### config.mk
export PLATFORM = sky130hd
export DESIGN_NAME = cic_decimator
export DESIGN_NICKNAME = d
export VERILOG_FILES = /design/src/rtl/cic_decimator.sv
export SDC_FILE = /design/constraint.sdc
export NUM_CORES = 1
export LEC_CHECK = 0
export ABC_AREA = 1
export BUFFER_PORTS_ARGS = -buffer_cell sky130_fd_sc_hd__clkbuf_2
export CAP_MARGIN = 15
export CORE_ASPECT_RATIO = 1.75
export CORE_MARGIN = 4
export CORE_UTILIZATION = 56
export DETAILED_ROUTE_END_ITERATION = 10
export GPL_ROUTABILITY_DRIVEN = 0
export PLACE_DENSITY = 0.84
export SYNTH_ARGS = -nofsm -noshare
export SYNTH_HDL_FRONTEND = slang
export SYNTH_SLANG_ARGS = --single-unit
### constraint.sdc
create_clock -name clk -period 6.09 [get_ports clk]
set_clock_uncertainty 0.2 [all_clocks]
set_input_delay 1.5225 -clock clk [delete_from_list [all_inputs] [get_ports clk]]
set_output_delay 1.5225 -clock clk [all_outputs]
set_load 0.02 [all_outputs]
### src/rtl/cic_decimator.sv
// Third-order CIC decimator for a 1-bit delta-sigma bitstream.
// Integrators run at the input sample rate; a tick every R accepted samples
// captures the last integrator into a comb pipeline that carries a valid
// token, followed by an arithmetic-shift/saturate stage and the output register.
module cic_decimator #(
    parameter int W     = 16,
    parameter int ORDER = 3,
    parameter int R     = 64,
    parameter int LOG2R = 6
) (
    input  logic                clk,
    input  logic                rst,
    input  logic                din_valid,
    input  logic                din,
    output logic signed [W-1:0] dout,
    output logic                dout_valid
);

    localparam int B     = 2 + ORDER * LOG2R;
    localparam int SHIFT = ORDER * LOG2R - (W - 1);
    // A negative shift (small R) becomes a left shift on a widened value.
    localparam int LSH   = (SHIFT < 0) ? -SHIFT : 0;
    localparam int RSH   = (SHIFT > 0) ? SHIFT : 0;
    localparam int SW    = B + LSH;
    localparam logic signed [SW-1:0] MAXV = SW'((2 ** (W - 1)) - 1);
    localparam logic signed [SW-1:0] MINV = SW'(-(2 ** (W - 1)));

    // +1 / -1 in B-bit two's complement
    logic [B-1:0] x;
    assign x = din ? B'(1) : {B{1'b1}};

    logic [ORDER-1:0][B-1:0] integ_reg;
    logic [ORDER-1:0][B-1:0] integ_next;
    logic [LOG2R-1:0]        cnt_reg;
    logic                    tick;

    assign tick = din_valid && (cnt_reg == LOG2R'(R - 1));

    // Next-value chain: each stage sees the already-updated previous stage, so
    // the last integrator includes the current sample in the same edge.
    genvar gi;
    generate
        for (gi = 0; gi < ORDER; gi++) begin : g_integ
            if (gi == 0) begin : g_first
                assign integ_next[gi] = integ_reg[gi] + x;
            end else begin : g_rest
                assign integ_next[gi] = integ_reg[gi] + integ_next[gi-1];
            end
        end
    endgenerate

    // Integrators and decimation counter advance only on accepted samples.
    always_ff @(posedge clk) begin
        if (rst) begin
            integ_reg <= '0;
            cnt_reg   <= '0;
        end else if (din_valid) begin
            integ_reg <= integ_next;
            cnt_reg   <= cnt_reg + LOG2R'(1);
        end
    end

    logic [B-1:0] cap_reg;
    logic         cap_vld_reg;

    // Capture the last integrator on each tick and launch a valid token.
    always_ff @(posedge clk) begin
        if (rst) begin
            cap_reg     <= '0;
            cap_vld_reg <= 1'b0;
        end else begin
            cap_vld_reg <= tick;
            if (tick) begin
                cap_reg <= integ_next[ORDER-1];
            end
        end
    end

    logic [ORDER-1:0][B-1:0] comb_in;
    logic [ORDER-1:0][B-1:0] comb_diff;
    logic [ORDER-1:0][B-1:0] comb_data_reg;
    logic [ORDER-1:0][B-1:0] comb_dly_reg;
    logic [ORDER-1:0]        comb_vin;
    logic [ORDER-1:0]        comb_vld_reg;

    generate
        for (gi = 0; gi < ORDER; gi++) begin : g_comb
            if (gi == 0) begin : g_first
                assign comb_in[gi]  = cap_reg;
                assign comb_vin[gi] = cap_vld_reg;
            end else begin : g_rest
                assign comb_in[gi]  = comb_data_reg[gi-1];
                assign comb_vin[gi] = comb_vld_reg[gi-1];
            end
            assign comb_diff[gi] = comb_in[gi] - comb_dly_reg[gi];
        end
    endgenerate

    // Comb pipeline: data/tokens move every cycle, delay elements only on tokens.
    always_ff @(posedge clk) begin
        if (rst) begin
            comb_data_reg <= '0;
            comb_dly_reg  <= '0;
            comb_vld_reg  <= '0;
        end else begin
            comb_data_reg <= comb_diff;
            comb_vld_reg  <= comb_vin;
            for (int k = 0; k < ORDER; k++) begin
                if (comb_vin[k]) begin
                    comb_dly_reg[k] <= comb_in[k];
                end
            end
        end
    end

    logic signed [B-1:0]  c_last;
    logic signed [SW-1:0] ext;
    logic signed [SW-1:0] shifted;
    logic signed [W-1:0]  sat_val;

    assign c_last  = comb_data_reg[ORDER-1];
    assign ext     = SW'(c_last);
    assign shifted = (ext <<< LSH) >>> RSH;

    // Clamp the scaled comb output into the W-bit signed range.
    always_comb begin
        sat_val = shifted[W-1:0];
        if (shifted > MAXV) begin
            sat_val = MAXV[W-1:0];
        end else if (shifted < MINV) begin
            sat_val = MINV[W-1:0];
        end
    end

    logic signed [W-1:0] sc_reg;
    logic                sc_vld_reg;

    // Scale stage then output register; dout holds between strobes.
    always_ff @(posedge clk) begin
        if (rst) begin
            sc_reg     <= '0;
            sc_vld_reg <= 1'b0;
            dout       <= '0;
            dout_valid <= 1'b0;
        end else begin
            sc_reg     <= sat_val;
            sc_vld_reg <= comb_vld_reg[ORDER-1];
            dout_valid <= sc_vld_reg;
            if (sc_vld_reg) begin
                dout <= sc_reg;
            end
        end
    end

endmodule
==> flow_metrics.env <==
export IMPL_antenna_cells=0
export IMPL_grt_pass1_vias=13169
export IMPL_start_kind="input port"
export IMPL_fin_nets=2139
export IMPL_core_area_um2=23520
export IMPL_arrival_ps=6000
export IMPL_dpl_hpwl_mm=26.89
export IMPL_crit_start="din"
export IMPL_synth_top_area_share_pct=35.75
export IMPL_multiInputGateArea_um2=7466
export IMPL_crit_top_cell="buf_4"
export IMPL_path_clk_slew_ps=70
export IMPL_synth_ff_type="dfxtp_1"
export IMPL_hp_class="reg2reg"
export IMPL_cts_hold_buf=0
export IMPL_drtPass1Iterations=7
export IMPL_topRoutingLayerUsed="met4"
export IMPL_synth_distinct_cells=52
export IMPL_drtAntennaViolNets=0
export IMPL_reg2regPathDepth=27
export IMPL_cts_buffer_depth=3
export IMPL_seq_area_frac_synth_pct=35.75
export IMPL_ys_async_sr_fraction_pct=0
export IMPL_ys_ff_latch=241
export IMPL_synth_edf_count=0
export IMPL_num_vias=13033
export IMPL_syn_nets=1992
export IMPL_antenna_found_initial=0
export IMPL_fin_total_pwr_w=0.006159
export IMPL_slew_violations=0
export IMPL_die_width_um=125.4
export IMPL_crit_path_max_fanout=6
export IMPL_fin_crit_ps=5778
export IMPL_worst_pin_slew_ps=965.7
export IMPL_hold_viol=0
export IMPL_drt_iter0_markers=719
export IMPL_clock_latency_ps=530
export IMPL_r2r_end="cap_reg[18]$_SDFFE_PP0P_"
export IMPL_syn_area_per_cell_um2=7.228
export IMPL_synth_most_common_cell="inv_1"
export IMPL_area_growth_pct=16.98
export IMPL_route_met3_wl_mm=1.193
export IMPL_cts_tree="built"
export IMPL_pin_count=21
export IMPL_synth_area_top_cells="dfxtp_1, ha_1, a21oi_1, o21ai_0, inv_1"
export IMPL_track_usage_pct=26.57
export IMPL_max_freq_mhz=173.1
export IMPL_crit_path_end="cap_reg[18]$_SDFFE_PP0P_"
export IMPL_cts_sinks=241
export IMPL_synth_area_um2=13500
export IMPL_grt_ovfl_total=0
export IMPL_p_per_area_nw_per_um2=390.2
export IMPL_rrSetupSlack_ps=1250
export IMPL_met2WireLength_mm=19.32
export IMPL_cp_slowest_cell="ha_1"
export IMPL_fp_dieH_um=213.4
export IMPL_synthCells=1867
export IMPL_status="finished clean"
export IMPL_wl_per_cell_um=15.35
export IMPL_cp_slowest_stage_delay_ps=350
export IMPL_grt_pass1_wl_mm=59.15
export IMPL_post_route_drc_count=0
export IMPL_endpoint_kind="register"
export IMPL_portBuffers=20
export IMPL_fillers=1907
export IMPL_r2r_start="integ_reg[0]$_SDFFE_PP0P_"
export IMPL_slew_headroom_pct=35.19
export IMPL_leakage_nw=7.884
export IMPL_worstPathRequired_ps=6310
export IMPL_die_area_um2=26740
export IMPL_post_cts_buffers=0
export IMPL_grt_start_max_net_pins=107
export IMPL_ys_warn_count=0
export IMPL_start_util_pct=57.38
export IMPL_routed_wl_mm=35.83
export IMPL_hold_ws_ps=208.6
export IMPL_maxCapViolCount=0
export IMPL_via_per_inst=5.584
export IMPL_final_setup_viol_count=0
export IMPL_yosys_top_cells_count="inv_1, a21oi_1, dfxtp_1, nor2_1, nand2_1"
export IMPL_post_route_period_util_pct=94.87
export IMPL_peakVddDrop_mv=0.2990
export IMPL_yosysTopAreaCell="dfxtp_1"
export IMPL_h_tree_depth=1
export IMPL_wl_met1_mm=11.90
export IMPL_drive_gt1_share_pct=13.79
export IMPL_numCtsBuffers=22
export IMPL_seqCellArea_um2=4825
export IMPL_rsz0062_at_grt="no"
export IMPL_cts_root_buf="clkbuf_16"
export IMPL_row_count=74
export IMPL_path_class="in2reg"
timing repair:
action,CTS,global route
pin swaps,0,5
resized for setup,1,10
setup endpoints to repair,2,6
cloned,0,0
stage by stage:
stage               cells  TNS (ps)  utilization, %  setup WS, ps  instance area, um^2
global placement     2294     -1451           63.55        -524.3                14940
CTS                  2334         0           66.88         30.63                15730
floorplan            1867         0               -         59.98                13500
finish               2334         0           67.13         312.2                15790
detailed placement   2294     -2892           63.55        -689.7                14940
global route         2334         0           67.13         14.95                15790
how the worst min path moves through the flow:
stage	endpoint	from	slack, ps	cells past startpoint
floorplan	sc_vld_reg$_SDFF_PP0_	comb_vld_reg[2]$_SDFF_PP0_	190	2
global placement	sc_vld_reg$_SDFF_PP0_	comb_vld_reg[2]$_SDFF_PP0_	190	2
detailed placement	sc_vld_reg$_SDFF_PP0_	comb_vld_reg[2]$_SDFF_PP0_	200	2
CTS	sc_vld_reg$_SDFF_PP0_	comb_vld_reg[2]$_SDFF_PP0_	220	2
global route	sc_vld_reg$_SDFF_PP0_	comb_vld_reg[2]$_SDFF_PP0_	230	2
finish	sc_vld_reg$_SDFF_PP0_	comb_vld_reg[2]$_SDFF_PP0_	210	2
per-layer routing:
layer	global-route usage, %	vias to the layer above
li1	-	6497
met1	23.23	5934
met2	53.08	400
met3	2.592	202
met4	22.72	0
met5	0	-
final cells by class:
class | count | area share [%]
Clock buffer | 31 | 4.209
Clock inverter | 9 | 0.7530
Inverter | 267 | 6.356
Multi-Input combinational cell | 1300 | 47.29
Sequential cell | 241 | 30.56
Tap cell | 304 | 2.409
Timing Repair Buffer | 182 | 8.417
placed cells by master (no fill, tap or decap), types with 8 or more instances in the layout:
master and instances:
a21oi_1 246, a21oi_2 8, a31oi_1 10, buf_4 161, clkbuf_16 22, clkbuf_2 19
clkbuf_8 8, dfxtp_1 241, ha_1 115, inv_1 256, nand2_1 218, nand2_2 10
nand3_1 59, nand3_2 9, nand4_1 12, nor2_1 240, o211ai_1 13, o21a_1 11
o21ai_0 214, o21ai_1 20, xnor2_1 14, xor2_1 29
kinds of logic (layout without fill, tap and decap cells):
| logic type | after synthesis | after routing | share of synthesized area, % |
|---|---|---|---|
| fa+ha+maj | 121 | 121 | 11.50 |
| flops | 241 | 241 | 35.75 |
| compound gates | 558 | 558 | 22.24 |
| simple gates | 578 | 578 | 18.36 |
| buf+inv | 326 | 489 | 9.364 |
| xor+xnor | 43 | 43 | 2.791 |
report_power, final:
part           switching [W]  internal, W  leakage [nW]
logic                0.00158      0.00133          5.54
registers          0.0000837      0.00168          1.96
clock network       0.000630     0.000854         0.382
total                0.00230      0.00386          7.88
worst max-delay path, delay by kind of cell:
kind            cells  cell delay [ps]
compound gates      7              950
buf+inv             8             1040
xor+xnor            2              390
simple gates        8             1090
fa+ha+maj           3             1000
Note: power is estimated with default switching activity, not from simulation.
